<file path="src/rtl/product_bcd_module.sv">
// Signed product to sign + packed BCD magnitude converter (sequential double-dabble).
// Advances one step per clock while start_sig is held; done_sig pulses once per conversion.
module product_bcd_module #(
    parameter int IN_W   = 16,
    parameter int DIGITS = 5,
    parameter int CNT_W  = 5
) (
    input  logic                  clk,
    input  logic                  rst_n,
    input  logic                  start_sig,
    input  logic [IN_W-1:0]       product,
    output logic                  done_sig,
    output logic                  sign,
    output logic [4*DIGITS-1:0]   bcd
);

    localparam int BW = 4 * DIGITS;

    localparam logic [2:0] ST_CAPTURE = 3'd0;
    localparam logic [2:0] ST_CONVERT = 3'd1;
    localparam logic [2:0] ST_PUBLISH = 3'd2;
    localparam logic [2:0] ST_RELEASE = 3'd3;

    logic [2:0]       step_q, step_d;
    logic [CNT_W-1:0] cnt_q,  cnt_d;
    logic [BW-1:0]    acc_q,  acc_d;
    logic [IN_W-1:0]  mag_q,  mag_d;
    logic             neg_q,  neg_d;
    logic             done_q, done_d;
    logic             sign_q, sign_d;
    logic [BW-1:0]    bcd_q,  bcd_d;
    logic [BW-1:0]    acc_adj;

    // Each digit is 0..9, so +3 on a digit >= 5 never overflows into its neighbour.
    genvar gi;
    generate
        for (gi = 0; gi < DIGITS; gi++) begin : g_adj
            assign acc_adj[4*gi +: 4] = (acc_q[4*gi +: 4] >= 4'd5) ?
                                        (acc_q[4*gi +: 4] + 4'd3) : acc_q[4*gi +: 4];
        end
    endgenerate

    always_ff @(posedge clk or negedge rst_n) begin
        if (!rst_n) begin
            step_q <= ST_CAPTURE;
            cnt_q  <= '0;
            acc_q  <= '0;
            mag_q  <= '0;
            neg_q  <= 1'b0;
            done_q <= 1'b0;
            sign_q <= 1'b0;
            bcd_q  <= '0;
        end else begin
            step_q <= step_d;
            cnt_q  <= cnt_d;
            acc_q  <= acc_d;
            mag_q  <= mag_d;
            neg_q  <= neg_d;
            done_q <= done_d;
            sign_q <= sign_d;
            bcd_q  <= bcd_d;
        end
    end

    // A low start_sig leaves every register at its current value, pausing the conversion.
    always_comb begin
        step_d = step_q;
        cnt_d  = cnt_q;
        acc_d  = acc_q;
        mag_d  = mag_q;
        neg_d  = neg_q;
        done_d = done_q;
        sign_d = sign_q;
        bcd_d  = bcd_q;
        if (start_sig) begin
            case (step_q)
                ST_CAPTURE: begin
                    neg_d  = product[IN_W-1];
                    mag_d  = product[IN_W-1] ? (~product + IN_W'(1)) : product;
                    acc_d  = '0;
                    cnt_d  = '0;
                    step_d = ST_CONVERT;
                end
                ST_CONVERT: begin
                    {acc_d, mag_d} = {acc_adj, mag_q} << 1;
                    cnt_d = cnt_q + 1'b1;
                    if (cnt_q == CNT_W'(IN_W - 1)) begin
                        step_d = ST_PUBLISH;
                    end
                end
                ST_PUBLISH: begin
                    bcd_d  = acc_q;
                    sign_d = neg_q & (acc_q != '0);
                    done_d = 1'b1;
                    step_d = ST_RELEASE;
                end
                ST_RELEASE: begin
                    done_d = 1'b0;
                    step_d = ST_CAPTURE;
                end
                default: begin
                    step_d = ST_CAPTURE;
                end
            endcase
        end
    end

    always_comb begin
        done_sig = done_q;
        sign     = sign_q;
        bcd      = bcd_q;
    end

endmodule

</file>
<file path="config.mk">
export PLATFORM = sky130hd
export DESIGN_NAME = product_bcd_module
export DESIGN_NICKNAME = d
export VERILOG_FILES = /design/src/rtl/product_bcd_module.sv
export SDC_FILE = /design/constraint.sdc
export NUM_CORES = 1
export LEC_CHECK = 0
export BUFFER_PORTS_ARGS = -buffer_cell sky130_fd_sc_hd__buf_2
export CAP_MARGIN = 20
export CORE_MARGIN = 2
export CORE_UTILIZATION = 58
export DETAILED_ROUTE_END_ITERATION = 6
export PLACE_DENSITY = 0.79
export SLEW_MARGIN = 10
export SYNTH_ARGS = -nofsm -noshare
export SYNTH_HDL_FRONTEND = slang
export SYNTH_SLANG_ARGS = --single-unit
</file>
<file path="constraint.sdc">
create_clock -name clk -period 2.1 [get_ports clk]
set_input_delay 0.42 -clock clk [delete_from_list [all_inputs] [get_ports clk]]
set_output_delay 0.42 -clock clk [all_outputs]
set_load 0.005 [all_outputs]
</file>
* Yosys cells after proc, flatten, opt, wreduce, memory -nomap -nowiden
Index checks and enable logic that the tools add are counted. Widths: inputs -> output; s select.
Operators by class: reductions and logical operators 9, equal/unequal tests 5, $add $sub $neg 7, multiplexer cells 12, bitwise gates (word level) 2, $lt $le $gt $ge 5
Operators by type and width (number):
- $pmux 20 s2 | 1
- $pmux 16 s2 | 1
- $ge 4x3->1 const B | 5
- $reduce_bool 20->1 | 1
- $add 16x1->16 const B | 1
- $add 4x2->4 const B | 4
- $mux 16 | 1
- $mux 4 | 4
- $not 16->16 | 1
- $pmux 5 s2 | 1
- $reduce_and 2->1 | 5
- $pmux 3 s3 | 1
- $eq 3x2->1 const B | 2
- $mux 3 | 2
- $add 5x1->5 const B | 1
- $eq 5x4->1 const B | 1
- $reduce_bool 2->1 | 2
- $add 3x2->3 const B | 1
- $eq 3x1->1 const B | 1
- $logic_not 3->1 | 1
- $ne 2x2->1 const B | 1
- $pmux 1 s2 | 1
- $and 1x1->1 | 1
Storage, ports and cells: bits of input ports 19, output and inout bits 22, flip-flop bits (word level) 67, logic and storage cells 48

* Longest topological paths before layout
Gate-level depths: netlist of the first run.
depth after elaboration 4, depth in mapped cells 7, gate-level depth less buffers 7

* Least setup slack after synthesis of the first run
Ideal clock, no wire load.
path type flip-flop to flip-flop, start register cnt_q[0], end register step_q[1], period minus slack after synthesis 1620 ps, data arrival time 1496 ps, setup time 125 ps, buffers on the path 0, data required time 1975 ps, cell stages (with the launch flop) 6, slack 480 ps, path through dfrtp_1 > ha_1 > and3_1 > ha_1 > o21ai_0 > mux2_2
Between the ends: cells in the longest elaborated chain, start to end 3
Ends and longest elaborated chain:
- start: declaration | line 25 | logic [CNT_W-1:0] cnt_q, cnt_d;
- start signal: assignment | line 55 | cnt_q <= cnt_d;
- $eq 5x4->1 | line 87 | if (cnt_q == CNT_W'(IN_W - 1)) begin
- $ne 2x2->1 (no source line)
- $reduce_and 2->1 (no source line)
- end signal: assignment | line 54 | step_q <= step_d;
- end: declaration | line 24 | logic [2:0] step_q, step_d;
Every way passes these cells. A chain may end at the register's enable or synchronous reset.

* Worst setup path after layout of the first run
Ends and elaborated chain as after synthesis.

==> results of run 1 <==
-- sequential cells by signal, summed over array words and instances, names as in the netlist --
name,count
acc_q,20
bcd,20
cnt_q,5
done_sig,1
mag_q,16
neg_q,1
sign,1
step_q,2
-- worst max-delay path by stage --
stage,from,endpoint,slack (ns),cells past startpoint
6_report,cnt_q[0]$_DFFE_PN0P_,step_q[1]$_DFFE_PN0P_,0.28,5
5_1_grt,cnt_q[0]$_DFFE_PN0P_,step_q[1]$_DFFE_PN0P_,0.20,5
4_1_cts,cnt_q[0]$_DFFE_PN0P_,step_q[1]$_DFFE_PN0P_,0.28,5
3_5_place_dp,product[4],mag_q[14]$_DFFE_PN0P_,0.26,6
3_3_place_gp,product[4],mag_q[14]$_DFFE_PN0P_,0.33,6
2_1_floorplan,cnt_q[0]$_DFFE_PN0P_,step_q[1]$_DFFE_PN0P_,0.48,5
-- cell type report --
cell class | instances | area [sq um]
clock buffers | 9 | 124
flip-flops and latches | 66 | 1650
clock inverters | 7 | 116
repair buffers | 51 | 295
inverters | 18 | 67.6
fillers | 471 | 1840
well taps | 75 | 93.8
multi-input cells | 249 | 1660
-- cell usage in the layout, fill, tap and decap left out, drive strengths merged, types with 5 or more instances in the layout --
cell / instances
a32o: 5
buf: 51
mux2: 11
nor2: 20
nand2b: 5
dfrtp: 66
clkbuf: 9
ha: 21
inv: 19
o31ai: 8
o22ai: 15
o21ai: 43
nand2: 37
nand3: 6
xor2: 13
a21oi: 22
xnor2: 8
-- stage by stage --
stage	utilization	hold WS, ns	worst slack, ns	power [uW]
floorplan	-	0.124	0.480	3320
global placement	0.645	0.456	0.328	3870
detailed placement	0.645	0.465	0.258	3970
CTS	0.686	0.0913	0.276	5270
global route	0.686	0.105	0.196	5640
finish	0.686	0.0883	0.276	5230
-- routing by layer --
| layer | part of all wire | global-route usage | vias up | routed length, microns |
|---|---|---|---|---|
| met1 | 0.46 | 0.285 | 1339 | 3240 |
| met4 | 0.017 | 0.0983 | 0 | 121 |
| met2 | 0.49 | 0.410 | 56 | 3480 |
| li1 | - | - | 1339 | - |
| met3 | 0.031 | 0.0400 | 9 | 217 |
| met5 | 0 | 0 | - | 0 |
-- worst max-delay path, stage by stage (launching register included) --
cell and delay [ns]:
dfrtp_1 0.42, ha_1 0.22, and3_1 0.16, ha_1 0.17, o21ai_0 0.34, mux2_2 0.38
-- cell families (layout without fill, tap and decap cells) --
| logic type | count (synthesis) | after routing |
|---|---|---|
| AND/OR/NAND/NOR | 87 | 87 |
| AO/OA/AOI/OAI | 108 | 108 |
| flip-flops | 66 | 66 |
| adder cells (fa/ha/maj) | 21 | 21 |
| buffers and inverters | 33 | 85 |
| XOR/XNOR | 21 | 21 |
| multiplexers | 12 | 12 |
-- report_power, final --
| group | switching (uW) | internal [uW] |
|---|---|---|
| logic | 1050 | 830 |
| registers | 336 | 1720 |
| clock network | 500 | 789 |
| total | 1890 | 3340 |
==> run_results.csv, run 1 <==
group,metric,value,unit
run_status,status,"completed",
detailed_routing,drcViolationCount,0,
detailed_routing,drtIter0Drc,186,
synthesis,synth_async_sr_flop_share,1.00,
critical_path,critical_path_arrival,2.04,ns
timing,slew_headroom,0.690,
die,start_util,0.594,
synthesis,ys_ff_latch,66,
synthesis,synth-simple-area-share,0.121,
timing,worst_slew_pin_slew,0.461,ns
synthesis,muxShareOfSynthArea,0.0385,
timing,fin_tns_setup,0,ns
global_route,grt_overflow_total,0,
synthesis,synth_area_leader_cell,"dfrtp_1",
timing,skew,0.0156,ns
clock_network,cts_hold_buf,0,
clock_network,path_clk_slew,0.09,ns
final_layout,drive_gt1_frac,0.213,
final_layout,area_growth,15.5,%
critical_path,r2r_slack,0.28,ns
detailed_routing,drtPass1Iterations,4,
global_route,grt_pass1_vias,2673,
global_route,grt.total_usage,0.235,
final_layout,stdcell_area,4010,sq um
clock_network,post-cts-setup-buffers,0,
synthesis,yosysMostFrequentCell,"dfrtp_1",
pwr,ir_drop,681,uV
synthesis,synth_top_flop_cell,"dfrtp_1",
hold_path,hp-class,"in -> async",
pwr,power_density,1300,nW/um^2
clock_network,post_cts_resized,0,
timing,fin_crit_sh,0.868,
clock_network,cts_root_buf,"clkbuf_8",
placement,dp_hpwl,5000,microns
critical_path,crit_path_end_kind,"flop",
critical_path,worstPathMaxFanout,4,
die,die_w,81.4,microns
critical_path,r2r_cells,5,
clock_network,cts_buffers,9,
timing,rsz0062_at_grt,"no",
clock_network,htreeDepth,3,
global_route,antenna_found_initial,0,
die,fp-row-count,28,
synthesis,synth_nets,388,
final_layout,layout.nets,435,
synthesis,avgSynthCellArea,9.98,sq um
synthesis,synth_area,3470,sq um
critical_path,path_class,"reg -> reg",
global_route,grt_start_max_net_pins,67,
synthesis,seq_area_frac_synth,0.475,
detailed_routing,antenna_left,0,
synthesis,synthAdderAreaFrac,0.0756,
detailed_routing,vias_per_cell,5.77,
detailed_routing,wire_per_inst,14.9,microns
die,dieHeight,81.4,microns
clock_network,cts_sinks,66,
critical_path,crit_required,2.32,ns
die,io_pins,41,
critical_path,reg2reg_to,"step_q[1]$_DFFE_PN0P_",
synthesis,synth_top_area_share,0.475,
timing,drv_slew,0,
clock_network,cts_tree,"done",
die,fp.coreArea,5850,sq um
synthesis,synth-xor-area-share,0.0529,
placement,place_congestion,0.868,
critical_path,crit-reg2reg-launch,"cnt_q[0]$_DFFE_PN0P_",
synthesis,synth_edf_count,0,
synthesis,synth_cell_types,44,
placement,place_area,3770,sq um
detailed_routing,routed_wl,7050,microns
detailed_routing,via_count,2743,
synthesis,syn_inst,348,
pwr,leakage,0.00190,uW
clock_network,clockBufferDepth,2,
timing,period_minus_slack,1.82,ns
final_layout,n_antenna_cell,0,
clock_network,clk_latency,0.34,ns
final_layout,final_cells,475,
synthesis,synth_common_cells,"dfrtp_1, o21ai_0, nand2_1, a21oi_1, ha_1",
timing,finalHoldViolCount,0,
timing,fmax,0.548,GHz
placement,io_buffers,40,
synthesis,synth_area_leaders,"dfrtp_1, ha_1, o21ai_0",
synthesis,synth_top_family_by_area,"compound AO/OA/AOI/OAI gates",
die,dieArea,6630,sq um
synthesis,ys_warn_count,0,
global_route,grt_pass1_wl,11800,microns
run,max_cap_viol_count,0,
placement,placed_cells,459,
critical_path,crit_path_start_kind,"flop",
timing,setup_viol,0,
synthesis,synth_compound_area_frac,0.191,
Note: power is estimated with default switching activity, not from simulation.
==> run 2: changes to the inputs <==
ABC_AREA = 1   (was default)
==> run_results.csv, run 2 <==
group,metric,value,unit
global_route,grt_pass1_wl,12300,microns
synthesis,synth_area_leader_cell,"dfrtp_1",
pwr,p_int,2940,uW
timing,worst_slew_pin_slew,0.396,ns
hold_path,hp-class,"in -> async",
detailed_routing,drtIter0Drc,236,
detailed_routing,routed_wl,7300,microns
die,start_util,0.600,
timing,skew,0.00668,ns
pwr,power.switching,1720,uW
pwr,p_comb_frac,0.348,
detailed_routing,via_count,2973,
final_layout,layout.nets,514,
placement,io_buffers,40,
clock_network,cts_root_buf,"clkbuf_8",
timing,fin_tns_setup,0,ns
die,dieHeight,82.3,microns
synthesis,synth_area,3550,sq um
run,max_cap_viol_count,0,
detailed_routing,antenna_left,0,
final_layout,final_common_cell,"nand2_1",
critical_path,crit_path_start_kind,"flop",
clock_network,clockBufferDepth,2,
die,dieArea,6770,sq um
clock_network,cts_sinks,66,
critical_path,path_class,"reg -> reg",
synthesis,synth_top_area_share,0.465,
critical_path,worstPathMaxFanout,18,
pwr,ir_drop,542,uV
die,io_pins,41,
global_route,grt_pass1_vias,2743,
pwr,seq_power_share,0.419,
timing,period_minus_slack,1.77,ns
synthesis,synth_async_sr_flop_share,1.00,
clock_network,cts_buffers,9,
timing,drv_slew,0,
clock_network,cts_hold_buf,0,
pwr,power_density,1160,nW/um^2
final_layout,final_cell_mix,"nand2_1, dfrtp_1, inv_1, o21ai_0, buf_2",
final_layout,n_antenna_cell,0,
global_route,grt_overflow_total,0,
clock_network,post_cts_resized,0,
synthesis,ys_ff_latch,66,
timing,setup_viol,0,
pwr,finalPower,4660,uW
final_layout,drive_gt1_frac,0.146,
run_status,status,"completed",
synthesis,yosysMostFrequentCell,"nand2_1",
placement,place_congestion,0.834,
timing,fmax,0.566,GHz
critical_path,crit_path_end_kind,"flop",
global_route,grt_start_max_net_pins,67,
critical_path,crit_required,2.34,ns
die,fp.coreArea,5920,sq um
detailed_routing,drcViolationCount,0,
timing,fin_crit_sh,0.842,
critical_path,critical_path_arrival,2.00,ns
detailed_routing,drtPass1Iterations,4,
synthesis,synth_edf_count,0,
clock_network,post-cts-setup-buffers,0,
synthesis,synth_cell_types,33,
placement,dp_hpwl,5140,microns
detailed_routing,wire_per_inst,13.2,microns
die,fp-row-count,28,
detailed_routing,vias_per_cell,5.38,
synthesis,seq_area_frac_synth,0.465,
global_route,grt.total_usage,0.241,
clock_network,htreeDepth,3,
global_route,antenna_found_initial,0,
synthesis,synth_nets,472,
pwr,leakage,0.00206,uW
synthesis,synth_top_flop_cell,"dfrtp_1",
clock_network,path_clk_slew,0.07,ns
synthesis,synth_common_cells,"nand2_1, dfrtp_1, inv_1, o21ai_0, nand3_1",
synthesis,syn_inst,432,
synthesis,synth_area_leaders,"dfrtp_1, nand2_1, o21ai_0",
synthesis,ys_warn_count,0,
pwr,clkPwrFrac,0.233,
pwr,switching_share,0.368,
timing,rsz0062_at_grt,"no",
die,die_w,82.3,microns
synthesis,avgSynthCellArea,8.23,sq um
timing,finalHoldViolCount,0,
clock_network,clk_latency,0.34,ns
clock_network,cts_tree,"done",
timing,slew_headroom,0.736,
final_layout,area_growth,13.1,%
## run 2: final timing paths
check | from | to | slack [ns] | depth (start not counted)
max in group asynchronous | rst_n | acc_q[18]$_DFFE_PN0P_ | 1.74 | 2
max reg2reg | step_q[1]$_DFFE_PN0P_ | acc_q[11]$_DFFE_PN0P_ | 0.33 | 7
min | rst_n | bcd[6]$_DFFE_PN0P_ | 0.08 | 2
min in group clk | product[0] | mag_q[0]$_DFFE_PN0P_ | 0.39 | 3
max | step_q[1]$_DFFE_PN0P_ | acc_q[11]$_DFFE_PN0P_ | 0.33 | 7
min reg2reg | bcd[12]$_DFFE_PN0P_ | bcd[12]$_DFFE_PN0P_ | 0.48 | 2
## run 2: routing by layer
layer | share of wire | GRT usage
met1 | 0.47 | 0.318
met3 | 0.051 | 0.0500
met2 | 0.46 | 0.390
met4 | 0.017 | 0.0950
met5 | 0 | 0
## run 2: kinds of logic after synthesis
family                     share of synthesized area
buffers and inverters                         0.0831
DFF                                            0.465
AOI/OAI and AO/OA                              0.154
xor gates and xnor gates                      0.0197
and+or+nand+nor                                0.205
adders and majority gates                     0.0739
## run 2: layout make-up
cell class / count / area [sq um]
sequential: 66 / 1650
tap: 75 / 93.8
inverter: 59 / 221
fill: 487 / 1900
timing repair buffer: 44 / 243
multi-input combinational: 294 / 1610
clock inverter: 2 / 35.0
clock buffer: 13 / 169
## run 2: critical path, cell delays in order (launching register included)
cell	delay, ns
dfrtp_1	0.40
inv_1	0.11
ha_1	0.34
nand2_4	0.09
buf_4	0.22
inv_2	0.24
a31oi_1	0.13
o32ai_1	0.13
## run 2: through the flow
step | instance area, sq um | util | worst slack, ns | hold WS, ns | cells
floorplan | 3550 | - | 0.641 | 0.124 | 432
global placement | 3820 | 0.645 | 0.430 | 0.460 | 538
detailed placement | 3820 | 0.645 | 0.340 | 0.463 | 538
CTS | 4020 | 0.679 | 0.315 | 0.0998 | 553
global route | 4020 | 0.679 | 0.142 | 0.103 | 553
finish | 4020 | 0.679 | 0.332 | 0.0844 | 553
## run 2: power by group through the flow
stage,Combinational (uW),Clock (uW),Sequential (uW)
2_1_floorplan,1170,0,1930
3_3_place_gp,1580,0,1940
3_5_place_dp,1620,0,1970
4_1_cts,1640,1100,1950
5_1_grt,1900,1150,2010
6_report,1620,1090,1950
==> run 3: changes to the inputs <==
CORE_UTILIZATION = 53   (was 58)
PLACE_DENSITY = 0.76   (was 0.79)
clock period = 1.6 ns   (was 2.1 ns; I/O delays follow)
==> run_results.csv, run 3 (synthesis results as in run 2) <==
group,metric,value,unit
run_status,status,"finished, violations left",
run_status,violations,"DRC",
final_layout,final_cell_mix,"nand2_1, dfrtp_1, inv_1, o21ai_0, buf_2",
detailed_routing,wire_per_inst,13.2,microns
final_layout,n_antenna_cell,0,
die,start_util,0.553,
pwr,leakage,0.00211,uW
detailed_routing,drtIter0Drc,134,
die,fp-row-count,29,
timing,fmax,0.667,GHz
critical_path,crit_slowest_cell,"dfrtp_1",
global_route,grt_pass1_wl,12500,microns
timing,drv_slew,0,
die,fp.coreArea,6420,sq um
detailed_routing,routed_wl,7460,microns
placement,preCtsSetupSlack,0.0531,ns
final_layout,stdcell_area,4110,sq um
clock_network,clockBufferDepth,2,
timing,slew_headroom,0.776,
detailed_routing,drtPass1Iterations,7,
placement,placed_cells,545,
global_route,grt.total_usage,0.216,
clock_network,cts_sinks,66,
placement,place_area,3870,sq um
clock_network,htreeDepth,3,
final_layout,n_fill_cell,532,
final_layout,seq_area,1650,sq um
die,dieArea,7380,sq um
clock_network,path_clk_slew,0.06,ns
final_layout,multi_input_area,1620,sq um
timing,period_minus_slack,1.50,ns
timing,fin_ws,0.100,ns
final_layout,area_growth,15.8,%
critical_path,critPathMostFrequentCell,"ha_1",
critical_path,crit_path_end_kind,"flop",
die,die_w,85.9,microns
placement,dp_hpwl,5230,microns
critical_path,crit_path_start_kind,"flop",
critical_path,crit_required,1.85,ns
run,max_cap_viol_count,0,
critical_path,r2r_slack,0.1,ns
clock_network,cts_root_buf,"clkbuf_8",
timing,finalHoldViolCount,0,
global_route,antenna_found_initial,0,
clock_network,cts_tree,"done",
critical_path,path_cells,"ha_1, inv_1, nor3_2, ha_1, o21ai_2, nand2_1, o31ai_2",
global_route,grt_start_max_net_pins,67,
critical_path,r2r_cells,7,
detailed_routing,antenna_left,0,
final_layout,layout.nets,524,
placement,io_buffers,40,
timing,worst_slew_pin_slew,0.332,ns
critical_path,worstPathMaxFanout,4,
timing,fin_crit_sh,0.938,
hold_path,whs_path_depth,3,
detailed_routing,vias_per_cell,5.39,
clock_network,cts_buffers,9,
critical_path,critical_path_arrival,1.75,ns
detailed_routing,drcViolationCount,6,
critical_path,reg2reg_to,"step_q[0]$_DFFE_PN0P_",
detailed_routing,via_count,3045,
hold_path,whs_endpoint,"mag_q[0]$_DFFE_PN0P_",
final_layout,final_common_cell,"nand2_1",
die,io_pins,41,
clock_network,clk_latency,0.35,ns
final_layout,drive_gt1_frac,0.176,
timing,setup_viol,0,
hold_path,hp-class,"in -> reg",
hold_path,hold_start,"product[0]",
pwr,power_density,1510,nW/um^2
critical_path,path_class,"reg -> reg",
global_route,grt_overflow_total,0,
final_layout,final_cells,565,
critical_path,cp_slowest_stage_delay,0.41,ns
critical_path,crit-reg2reg-launch,"cnt_q[1]$_DFFE_PN0P_",
timing,skew,0.00775,ns
pwr,ir_drop,537,uV
global_route,grt_pass1_vias,2809,
placement,place_congestion,0.795,
die,dieHeight,85.9,microns
critical_path,startpoint,"cnt_q[1]$_DFFE_PN0P_",
-- run 3: cell types whose count changed in the layout (fill, tap and decap cells not counted), moves of 2 or more --
cell	previous run	this run
buf_4	3	10
inv_1	57	55
o21ai_1	1	4
o21ai_0	54	50
-- run 3: area by class of cell --
type / instances / share of cell area
sequential: 66 / 0.401
multi-input combinational: 294 / 0.394
timing repair buffer: 54 / 0.0803
inverter: 59 / 0.0544
clock buffer: 13 / 0.0435
tap: 77 / 0.0234
clock inverter: 2 / 0.00243
-- run 3: metrics by stage --
step | utilization | power (uW) | setup TNS, ns | hold slack, ns
6_report | 0.641 | 6230 | 0 | 0.294
5_1_grt | 0.641 | 6730 | -0.0221 | 0.312
4_1_cts | 0.633 | 6170 | 0 | 0.280
3_5_place_dp | 0.602 | 4820 | 0 | 0.362
3_3_place_gp | 0.602 | 4730 | 0 | 0.362
2_1_floorplan | - | 4070 | 0 | 0.0244
-- run 3: what timing repair did --
| action | 4_1_cts | 5_1_grt |
|---|---|---|
| buffers inserted | 0 | 4 |
| resized for setup | 0 | 12 |
| endpoints found under the hold margin | 66 | 0 |
| hold buffers | 1 | 0 |
| setup endpoints to repair | 0 | 13 |
-- run 3: worst max path at each step --
stage | to | slack, ns | cells after the start
after floorplan | mag_q[2]$_DFFE_PN0P_ | 0.14 | 8
after global placement | mag_q[12]$_DFFE_PN0P_ | 0.09 | 10
after detailed placement | mag_q[6]$_DFFE_PN0P_ | 0.05 | 8
after CTS | step_q[1]$_DFFE_PN0P_ | 0.05 | 7
after global routing | step_q[0]$_DFFE_PN0P_ | -0.02 | 7
final | step_q[0]$_DFFE_PN0P_ | 0.1 | 7
-- run 3: routing by layer --
metal  GRT usage  wire, microns  vias to the layer above
met5           0              0                        -
met4      0.0722             98                        0
met3      0.0587            303                       14
met2       0.341           3540                       72
met1       0.288           3520                     1436
li1            -              -                     1523
-- run 3: report_power, final --
group	total, uW	internal [uW]	leakage [uW]	switching (uW)
Sequential	2560	2230	0.000880	332
Combinational	2340	935	0.00113	1410
Clock	1330	718	0.000101	608
-- run 3: worst max-delay path, delay by kind of cell, from the launching register on --
kind | cells | cell delay, ns
flops | 1 | 0.41
simple gates | 2 | 0.17
buf+inv | 1 | 0.09
compound gates | 2 | 0.34
fa+ha+maj | 2 | 0.39
